--- config.mk ---
export PLATFORM = sky130hd
export DESIGN_NAME = mips_multicycle_controller
export DESIGN_NICKNAME = d
export VERILOG_FILES = /design/src/rtl/mips_multicycle_controller.sv
export SDC_FILE = /design/constraint.sdc
export NUM_CORES = 1
export LEC_CHECK = 0
export ABC_CLOCK_PERIOD_IN_PS = 5000
export CORE_UTILIZATION = 38
export DETAILED_ROUTE_END_ITERATION = 8
export GPL_TIMING_DRIVEN = 0
export HOLD_SLACK_MARGIN = 0.06
export PLACE_DENSITY_LB_ADDON = 0.15
export SLEW_MARGIN = 20
export SYNTH_ARGS = -nofsm -noshare
export SYNTH_HDL_FRONTEND = slang
export SYNTH_SLANG_ARGS = --single-unit
export TNS_END_PERCENT = 1
--- constraint.sdc ---
create_clock -name clk -period 5 [get_ports clk]
set_input_delay 1.25 -clock clk [delete_from_list [all_inputs] [get_ports clk]]
set_output_delay 1.25 -clock clk [all_outputs]
set_load 0.05 [all_outputs]
--- src/rtl/mips_multicycle_controller.sv ---
// Main control FSM for the multicycle MIPS datapath: decodes op/funct and
// sequences ALU, memory, PC and register-file controls with a memory-ready stall.
module mips_multicycle_controller #(
    parameter int OP_W = 6,
    parameter int FN_W = 6
) (
    input  logic            clk,
    input  logic            reset,
    input  logic [OP_W-1:0] op,
    input  logic [FN_W-1:0] funct,
    input  logic            zero,
    input  logic            mem_ready,
    output logic [2:0]      alucontrol,
    output logic            alusrca,
    output logic [1:0]      alusrcb,
    output logic [1:0]      pcsrc,
    output logic            pcen,
    output logic            iord,
    output logic            memwrite,
    output logic            mem_req,
    output logic            irwrite,
    output logic            regdst,
    output logic            memtoreg,
    output logic            regwrite,
    output logic            illegal_op,
    output logic [3:0]      state
);

    typedef enum logic [3:0] {
        FETCH   = 4'd0,
        DECODE  = 4'd1,
        MEMADR  = 4'd2,
        MEMRD   = 4'd3,
        MEMWB   = 4'd4,
        MEMWR   = 4'd5,
        RTYPEEX = 4'd6,
        RTYPEWB = 4'd7,
        BEQEX   = 4'd8,
        ADDIEX  = 4'd9,
        ADDIWB  = 4'd10,
        JEX     = 4'd11
    } state_t;

    localparam logic [OP_W-1:0] OP_RTYPE = 6'b000000;
    localparam logic [OP_W-1:0] OP_LW    = 6'b100011;
    localparam logic [OP_W-1:0] OP_SW    = 6'b101011;
    localparam logic [OP_W-1:0] OP_BEQ   = 6'b000100;
    localparam logic [OP_W-1:0] OP_ADDI  = 6'b001000;
    localparam logic [OP_W-1:0] OP_J     = 6'b000010;

    state_t cur, nxt;

    always_ff @(posedge clk or posedge reset) begin
        if (reset) cur <= FETCH;
        else       cur <= nxt;
    end

    assign state = cur;

    always_comb begin
        nxt        = FETCH;
        alucontrol = 3'b010;
        alusrca    = 1'b0;
        alusrcb    = 2'b00;
        pcsrc      = 2'b00;
        pcen       = 1'b0;
        iord       = 1'b0;
        memwrite   = 1'b0;
        mem_req    = 1'b0;
        irwrite    = 1'b0;
        regdst     = 1'b0;
        memtoreg   = 1'b0;
        regwrite   = 1'b0;
        illegal_op = 1'b0;
        case (cur)
            FETCH: begin
                mem_req = 1'b1;
                alusrcb = 2'b01;
                irwrite = mem_ready;
                pcen    = mem_ready;
                nxt     = mem_ready ? DECODE : FETCH;
            end
            DECODE: begin
                alusrcb = 2'b11;
                case (op)
                    OP_LW, OP_SW: nxt = MEMADR;
                    OP_RTYPE:     nxt = RTYPEEX;
                    OP_BEQ:       nxt = BEQEX;
                    OP_ADDI:      nxt = ADDIEX;
                    OP_J:         nxt = JEX;
                    default: begin
                        illegal_op = 1'b1;
                        nxt        = FETCH;
                    end
                endcase
            end
            MEMADR: begin
                alusrca = 1'b1;
                alusrcb = 2'b10;
                nxt     = (op == OP_LW) ? MEMRD : MEMWR;
            end
            MEMRD: begin
                mem_req = 1'b1;
                iord    = 1'b1;
                nxt     = mem_ready ? MEMWB : MEMRD;
            end
            MEMWB: begin
                memtoreg = 1'b1;
                regwrite = 1'b1;
            end
            MEMWR: begin
                mem_req  = 1'b1;
                iord     = 1'b1;
                memwrite = 1'b1;
                nxt      = mem_ready ? FETCH : MEMWR;
            end
            RTYPEEX: begin
                alusrca = 1'b1;
                nxt     = RTYPEWB;
                case (funct)
                    6'b100000: alucontrol = 3'b010;
                    6'b100010: alucontrol = 3'b110;
                    6'b100100: alucontrol = 3'b000;
                    6'b100101: alucontrol = 3'b001;
                    6'b101010: alucontrol = 3'b111;
                    6'b100111: alucontrol = 3'b100;
                    default: begin
                        illegal_op = 1'b1;
                        nxt        = FETCH;
                    end
                endcase
            end
            RTYPEWB: begin
                regdst   = 1'b1;
                regwrite = 1'b1;
            end
            BEQEX: begin
                alusrca    = 1'b1;
                alucontrol = 3'b110;
                pcsrc      = 2'b01;
                pcen       = zero;
            end
            ADDIEX: begin
                alusrca = 1'b1;
                alusrcb = 2'b10;
                nxt     = ADDIWB;
            end
            ADDIWB: regwrite = 1'b1;
            JEX: begin
                pcsrc = 2'b10;
                pcen  = 1'b1;
            end
            default: nxt = FETCH;
        endcase
    end

endmodule

Word-level counts from Yosys, hierarchy flattened
Index checks and enable logic that the tools add are counted.
Widths: inputs -> output; s select.
{"block": "word_totals", "inputBits": 16, "register_bits": 4}
{"block": "op_classes", "reduce_logical": 10, "n_eq_ne": 22, "mux": 23}
{"operator": "$eq 6x6->1 const B", "count": 8}
{"operator": "$pmux 4 s7", "count": 1}
{"operator": "$pmux 4 s5", "count": 1}
{"operator": "$eq 4x3->1 const B", "count": 4}
{"operator": "$eq 4x4->1 const B", "count": 4}
{"operator": "$pmux 3 s5", "count": 1}
{"operator": "$mux 3", "count": 4}
{"operator": "$reduce_or 6->1", "count": 2}
{"operator": "$mux 1", "count": 11}
{"operator": "$eq 4x2->1 const B", "count": 2}
{"operator": "$eq 6x2->1 const B", "count": 1}
{"operator": "$eq 6x3->1 const B", "count": 1}
{"operator": "$eq 6x4->1 const B", "count": 1}
{"operator": "$logic_not 6->1", "count": 1}
{"operator": "$pmux 2 s3", "count": 1}
{"operator": "$pmux 3 s2", "count": 1}
{"operator": "$reduce_or 2->1", "count": 3}
{"operator": "$reduce_or 3->1", "count": 2}
{"operator": "$eq 4x1->1 const B", "count": 1}
{"operator": "$logic_not 4->1", "count": 1}
{"operator": "$pmux 2 s2", "count": 1}
{"operator": "$reduce_or 4->1", "count": 1}
{"operator": "$pmux 1 s3", "count": 1}
{"operator": "$pmux 1 s2", "count": 1}

Depth between registers and ports, before layout
Gate-level depths: netlist of run 1.
{"block": "depth", "ltp_word": 4, "depth_mapped": 5, "depth_no_buf": 4}

Worst setup path before layout of run 1
OpenSTA, ideal clock, no wires.
{"block": "synth_timing", "kind": "input -> output", "startpoint": "input mem_ready", "endpoint": "output pcen", "arrival_time_ns": 3.418, "t_required_ns": 3.750, "stages": 2, "slack_ns": 0.332, "path_cell_list": "nor4b_1 a211o_1"}
{"block": "synth_between", "elab_chain_cells": 1}
{"element": "from (decl)", "line": "12", "source": "input logic mem_ready,"}
{"element": "$pmux 1 s3", "line": "75", "source": "case (cur)"}
{"element": "to (decl)", "line": "17", "source": "output logic pcen,"}
No other way between the ends.

Worst setup path after layout of run 1
{"block": "layout_timing", "startpoint": "input funct[1]", "endpoint": "output illegal_op"}
{"block": "layout_between", "elab_chain_cells": 4, "word_cells_on_any_way": 9, "cone_classes": "eq/ne (6); mux (2); reduce/logical (1)"}
{"element": "from (decl)", "line": "10", "source": "input logic [FN_W-1:0] funct,"}
{"element": "$eq 6x6->1", "line": "120", "source": "case (funct)"}
{"element": "$reduce_or 6->1 (no source line) (*)"}
{"element": "$mux 1 (*)", "line": "120"}
{"element": "$pmux 1 s2 (*)", "line": "75"}
{"element": "to (decl)", "line": "25", "source": "output logic illegal_op,"}
Mark *: on every way between the ends. The rest lies on a longest branch, timed or not.

==> summary.md, run 1 <==
| Metric | Value |
|---|---|
| Status | `finished clean` |
| Chip Width | `41.1 um` |
| Number of core rows | `13` |
| Final setup violation count | `0` |
| FMAX | `213 MHz` |
| Crit path time final | `4690 ps` |
| Post-route cell area | `973 um2` |
| DR WL/cell | `12.0 um` |
| Total GRT Usage | `22.2%` |
| Crit path buffers/inverters | `2` |
| EDFF count, synth | `0` |
| Worst Hold Depth | `2` |
| Synthesized Nets | `98` |
| Simple-Gate Fraction of Synth Area | `39.4%` |
| Cells after DPL | `132` |
| Final Non-Filler Cells | `135` |
| Final WL | `1620 um` |
| DR iter-0 viols | `14` |
| R2r setup slk | `3560 ps` |
| Cell repeated most along the worst path | `clkdlybuf4s50_1` |
| CP top delay family | `buffers and inverters` |
| Post-cts gate resize count | `0` |
| Setup Skew | `5.56 ps` |
| Fraction of registers with async set/reset | `100%` |
| Mapped cell area | `582 um2` |
| HP Class | `flop to flop` |
| Main combinational cell family by area after synthesis | `simple AND/OR/NAND/NOR gates` |
| Synth Area in Compound Gates | `26.9%` |
| CTS tree | `built` |
| Worst r2r src | `state[1]` |
| Final #Nets | `138` |
| Placement-stage cell area | `951 um2` |
| Post-Synth XOR/XNOR Area | `4.52%` |
| Clk_lat worst skew | `240 ps` |
| First-pass DRT Iterations | `4` |
| Clock-pin slew on the worst setup and hold paths | `40 ps` |
| H-tree Lvls | `1` |
| Post-synthesis adder-cell area fraction | `0%` |
| Slew HR | `66.6%` |
| Final Hold Violating Endpoints | `0` |
| Crit share post-route | `93.7%` |
| Crit Path Class | `input pin to primary output` |
| CP Data Arrival Time | `3440 ps` |
| Slowest CP cell | `clkdlybuf4s50_1` |
| Synthesis-to-layout area growth | `67.3%` |
| Initial antenna violation count | `0` |
| Cell chain of the critical path | `clkdlybuf4s50_1 > mux2_2 > o21ai_0 > nand2_1 > a22o_1 > clkdlybuf4s50_1` |
| Most frequent cells in the layout | `35 x clkdlybuf4s50_1, 8 x nor2_1, 6 x nand2b_1, 6 x nand3_1` |
| Share of the synthesized area in the top cell type | `17.2%` |
| Yosys cell types | `41` |
| Die Y | `41.1 um` |
| Startpoint Class | `input pin` |
| Pleak | `0.369 nW` |
| Gate Count Post-Synth | `82` |
| Slew Limit Fails | `0` |
| End of the critical path | `illegal_op` |
| Ant diodes | `0` |
| Slew @ Worst Pin | `500 ps` |
| Starting Density | `42.6%` |
| Top_reg_cell synth | `dfrtp_1` |
| Full die area | `1690 um2` |
| CTS Buf Count | `3` |
| Max cap viols | `0` |
| Core area | `1370 um2` |
| Vias per inst | `5.59` |
| Commonest non-fill, non-tap cell in the layout | `clkdlybuf4s50_1` |
| Ys Warns | `0` |
| VDD IR max | `0.166 mV` |
| Worst endpoint required time | `3750 ps` |
| Largest net degree at the start of global routing | `11` |
| Unrepaired setup endpoints after global routing | `false` |
| Crit end category | `primary output` |
| R2R cell count | `4` |
| Clk root buf | `clkbuf_4` |
| Critical Path Stages | `6` |
| IO Pins | `37` |
| Post-synthesis mux area share | `3.66%` |
| Place WS | `345 ps` |
| Crit path from | `funct[1]` |
| Crit path largest cell delay | `690 ps` |
| Placer Congestion | `0.852` |
| Setup TNS | `0 ps` |
| R2R Path End | `state[0]` |
| Vias in the first global route | `620` |
| PD cells | `244 nW/um2` |
| Post-CTS setup buffers | `0` |
| Total grt overflow | `0` |
| DPL Wire Length | `1310 um` |
| Total power | `0.238 mW` |
| Clock Sinks | `4` |
| Final worst slack | `313 ps` |
| Hold_buf cts | `0` |
| Final ANT Viol Nets | `0` |
| Syn_area_per_cell | `7.10 um2` |
| Synthesis-stage register bit count | `4` |
| Via count | `755` |
| Max FFs per register | `4` |
| # port buffers | `35` |
| Biggest area consumer among synthesized cells | `dfrtp_1` |
| Register area share after synthesis | `17.2%` |
| DRC | `0` |
| Worst-path fanout max | `4` |
| Maximum clock insertion buffer count | `2` |
| Area contributors post-synth | `dfrtp_1 17%, nand2b_1 6.5%, nand3_1 5.2%` |
| First-pass GRT wire length | `2540 um` |
| Layout cells sized above 1 | `10.8%` |
-- metal layers --
| layer | vias to the layer above | GRT usage [%] | wire, um |
|---|---|---|---|
| met1 | 333 | 30.1 | 739 |
| met4 | 0 | 8.06 | 12 |
| li1 | 381 | - | - |
| met2 | 38 | 34.8 | 750 |
| met3 | 3 | 3.80 | 120 |
| met5 | - | 0 | 0 |
-- cells in the mapped netlist, drive strengths merged, types with 2 or more instances --
cell type / count
nor3: 5
o21ai: 5
a21oi: 5
nand3: 6
xor2: 2
and2: 2
dfrtp: 4
nor2: 8
buf: 3
inv: 4
o221ai: 2
nand2b: 6
nand2: 3
clkbuf: 3
or2: 3
-- report_power, final --
part,internal [mW],switching (mW)
combinational,0.0587,0.0989
sequential,0.0355,0.00272
clock,0.0270,0.0148
-- worst min-delay path by stage --
stage	endpoint	slack, ps	from
6_report	state[1]	680	state[3]
5_1_grt	state[3]	750	state[3]
4_1_cts	state[1]	680	state[3]
3_5_place_dp	state[1]	670	state[3]
3_3_place_gp	state[1]	670	state[3]
2_1_floorplan	state[3]	860	state[3]
-- per-stage QoR --
step                      utilization (%)  hold slack (ps)
after floorplan                         -              861
after global placement               69.6              671
after detailed placement             69.6              675
after CTS                            71.2              681
after global routing                 71.2              752
final                                71.2              683
-- tightest hold or removal path, stage by stage, from the launching register on --
cell and delay [ps]:
dfrtp_1 450, o21ai_0 120, nand3_1 80
-- layout make-up --
type                    count  area, um2
repair buffers             35        350
multi-input cells          68        433
plain buffers               6       33.8
flip-flops and latches      4        100
inverters                   4       15.0
well taps                  15       18.8
fillers                   121        393
clock buffers               3       22.5
-- kinds of logic after synthesis --
group / Yosys count
multiplexers: 2
XOR/XNOR: 3
flip-flops: 4
buffers and inverters: 10
AO/OA/AOI/OAI: 22
AND/OR/NAND/NOR: 41
Power figures use the tool's default switching activity.
==> run 2: changes to the inputs <==
--- a/config.mk
+++ b/config.mk
@@ -5,8 +5,8 @@
 export SDC_FILE = /design/constraint.sdc
 export NUM_CORES = 1
 export LEC_CHECK = 0
-export ABC_CLOCK_PERIOD_IN_PS = 5000
-export CORE_UTILIZATION = 38
+export ABC_CLOCK_PERIOD_IN_PS = 4640
+export CORE_UTILIZATION = 35
 export DETAILED_ROUTE_END_ITERATION = 8
 export GPL_TIMING_DRIVEN = 0
 export HOLD_SLACK_MARGIN = 0.06
==> constraint.sdc (replaced) <==
create_clock -name clk -period 4.64 [get_ports clk]
set_input_delay 1.16 -clock clk [delete_from_list [all_inputs] [get_ports clk]]
set_output_delay 1.16 -clock clk [all_outputs]
set_load 0.05 [all_outputs]
==> summary.md, run 2 (synthesis gave the netlist of run 1 again) <==
| Metric | Value |
|---|---|
| Status | `finished clean` |
| Placer Congestion | `0.792 (-7.1%)` |
| Max cap viols | `0 (unchanged)` |
| Number of core rows | `14 (+1)` |
| Most frequent cells in the layout | `35 x clkdlybuf4s50_1, 8 x nor2_1, 6 x nand2b_1, 6 x nand3_1` |
| DR WL/cell | `11.2 um (-6.7%)` |
| IO Pins | `37 (unchanged)` |
| Crit path largest cell delay | `690 ps (about the same)` |
| Slowest CP cell | `clkdlybuf4s50_1` |
| Cells after DPL | `133 (+0.76%)` |
| Core area | `1520 um2 (+12%)` |
| # port buffers | `35 (unchanged)` |
| Core Util, Final | `64.0% (-7.3 points)` |
| Vias per inst | `5.31 (-5.1%)` |
| Starting Density | `38.2% (-4.4 points)` |
| First-pass DRT Iterations | `4 (unchanged)` |
| Cell repeated most along the worst path | `clkdlybuf4s50_1` |
| Crit end category | `primary output` |
| Post-cts gate resize count | `0 (unchanged)` |
| Clk root buf | `clkbuf_4` |
| HP Class | `flop to flop` |
| Post-CTS setup buffers | `0 (unchanged)` |
| Initial antenna violation count | `0 (unchanged)` |
| Layout cells sized above 1 | `10.8% (unchanged)` |
| Filler cells | `156 (+29%)` |
| VDD IR max | `0.159 mV (-4.3%)` |
| Total GRT Usage | `17.6% (-4.5 points)` |
| FMAX | `224 MHz` |
| First-pass GRT wire length | `2530 um (-0.28%)` |
| Pleak | `0.369 nW (unchanged)` |
| Worst-path fanout max | `5 (+1)` |
| Clock Sinks | `4 (unchanged)` |
| Multi-input gate area | `433 um2 (unchanged)` |
| Final #Nets | `138 (unchanged)` |
| Vias in the first global route | `626 (+0.97%)` |
| Startpoint Class | `input pin` |
| Slew @ Worst Pin | `496 ps (-4.18 ps)` |
| Chip Width | `42.8 um (+4.0%)` |
| Final WL | `1530 um (-6.0%)` |
| PD cells | `260 nW/um2 (+6.5%)` |
| Largest net degree at the start of global routing | `11 (unchanged)` |
| Clk_lat worst skew | `240 ps (about the same)` |
| Crit share post-route | `96.1%` |
| Total grt overflow | `0 (unchanged)` |
| Unrepaired setup endpoints after global routing | `false` |
| Final ANT Viol Nets | `0 (unchanged)` |
| H-tree Lvls | `1 (unchanged)` |
| Final Non-Filler Cells | `136 (+0.74%)` |
| Via count | `722 (-4.4%)` |
| Synthesis-to-layout area growth | `67.5%` |
| Slew HR | `66.9% (+0.28 points)` |
| Clock-pin slew on the worst setup and hold paths | `40 ps (about the same)` |
| DRC | `0 (unchanged)` |
| Commonest non-fill, non-tap cell in the layout | `clkdlybuf4s50_1` |
| DR iter-0 viols | `4 (-10)` |
| Max FFs per register | `4 (unchanged)` |
| Worst hold slack | `702 ps (+18.1 ps)` |
| Crit Path Class | `input pin to primary output` |
| Sequential cell area | `100 um2 (unchanged)` |
| CTS Buf Count | `3 (unchanged)` |
| Slew Limit Fails | `0 (unchanged)` |
| CP Data Arrival Time | `3300 ps (-140 ps)` |
| Setup Skew | `0.0737 ps (-5.49 ps)` |
| CTS tree | `built` |
| Total power | `0.253 mW (+6.6%)` |
| Cell chain of the critical path | `clkdlybuf4s50_1 > or4_4 > a21oi_1 > nor3_1 > a22o_1 > clkdlybuf4s50_1` |
| Hold_buf cts | `0 (unchanged)` |
| Ant diodes | `0 (unchanged)` |
| DPL Wire Length | `1260 um (-3.8%)` |
| Final Hold Violating Endpoints | `0 (unchanged)` |
| Setup TNS | `0 ps (unchanged)` |
| Full die area | `1830 um2 (+8.1%)` |
| Final setup violation count | `0 (unchanged)` |
| Die Y | `42.8 um (+4.0%)` |
| Maximum clock insertion buffer count | `2 (unchanged)` |
| Worst endpoint required time | `3480 ps (-270 ps)` |
| Crit path time final | `4460 ps` |
==> run 2: where the power goes <==
part           internal, mW  total [mW]  switching [mW]
clock network        0.0289      0.0430          0.0141
registers            0.0383      0.0411         0.00277
logic                0.0632       0.169           0.106
==> run 2: routing by layer <==
| layer | vias to the layer above | global-route usage [%] | share of wire, % |
|---|---|---|---|
| met4 | 0 | 5.63 | 1.2 |
| li1 | 380 | - | - |
| met5 | - | 0 | 0 |
| met2 | 26 | 31.2 | 49 |
| met3 | 2 | 1.28 | 4.4 |
| met1 | 314 | 22.4 | 45 |
==> run 2: area by class of cell <==
type                    count  share of cell area [%]
multi-input cells          68                    44.4
repair buffers             35                    35.9
flip-flops and latches      4                    10.3
plain buffers               6                    3.47
clock buffers               3                    2.31
well taps                  16                    2.05
inverters                   4                    1.54
==> run 2: final timing paths <==
path / from / endpoint / slack [ps] / cells after the start
max: op[1] / illegal_op / 180 / 6
min: state[3] / state[1] / 700 / 2
max reg2reg: state[1] / state[2] / 3270 / 4
min reg2reg: state[3] / state[1] / 700 / 2
max in group asynchronous: reset / state[3] / 3400 / 2
min in group asynchronous: reset / state[0] / 1100 / 2
==> run 2: critical path: cells and delay by family <==
kind	cells	cell delay, ps
buf+inv	2	1170
simple gates	2	630
compound gates	2	320
==> run 2: through the flow <==
stage | area (um2) | worst slack [ps]
CTS | 975 | 172
floorplan | 582 | 152
detailed placement | 952 | 186
global route | 975 | 111
finish | 975 | 181
global placement | 952 | 187
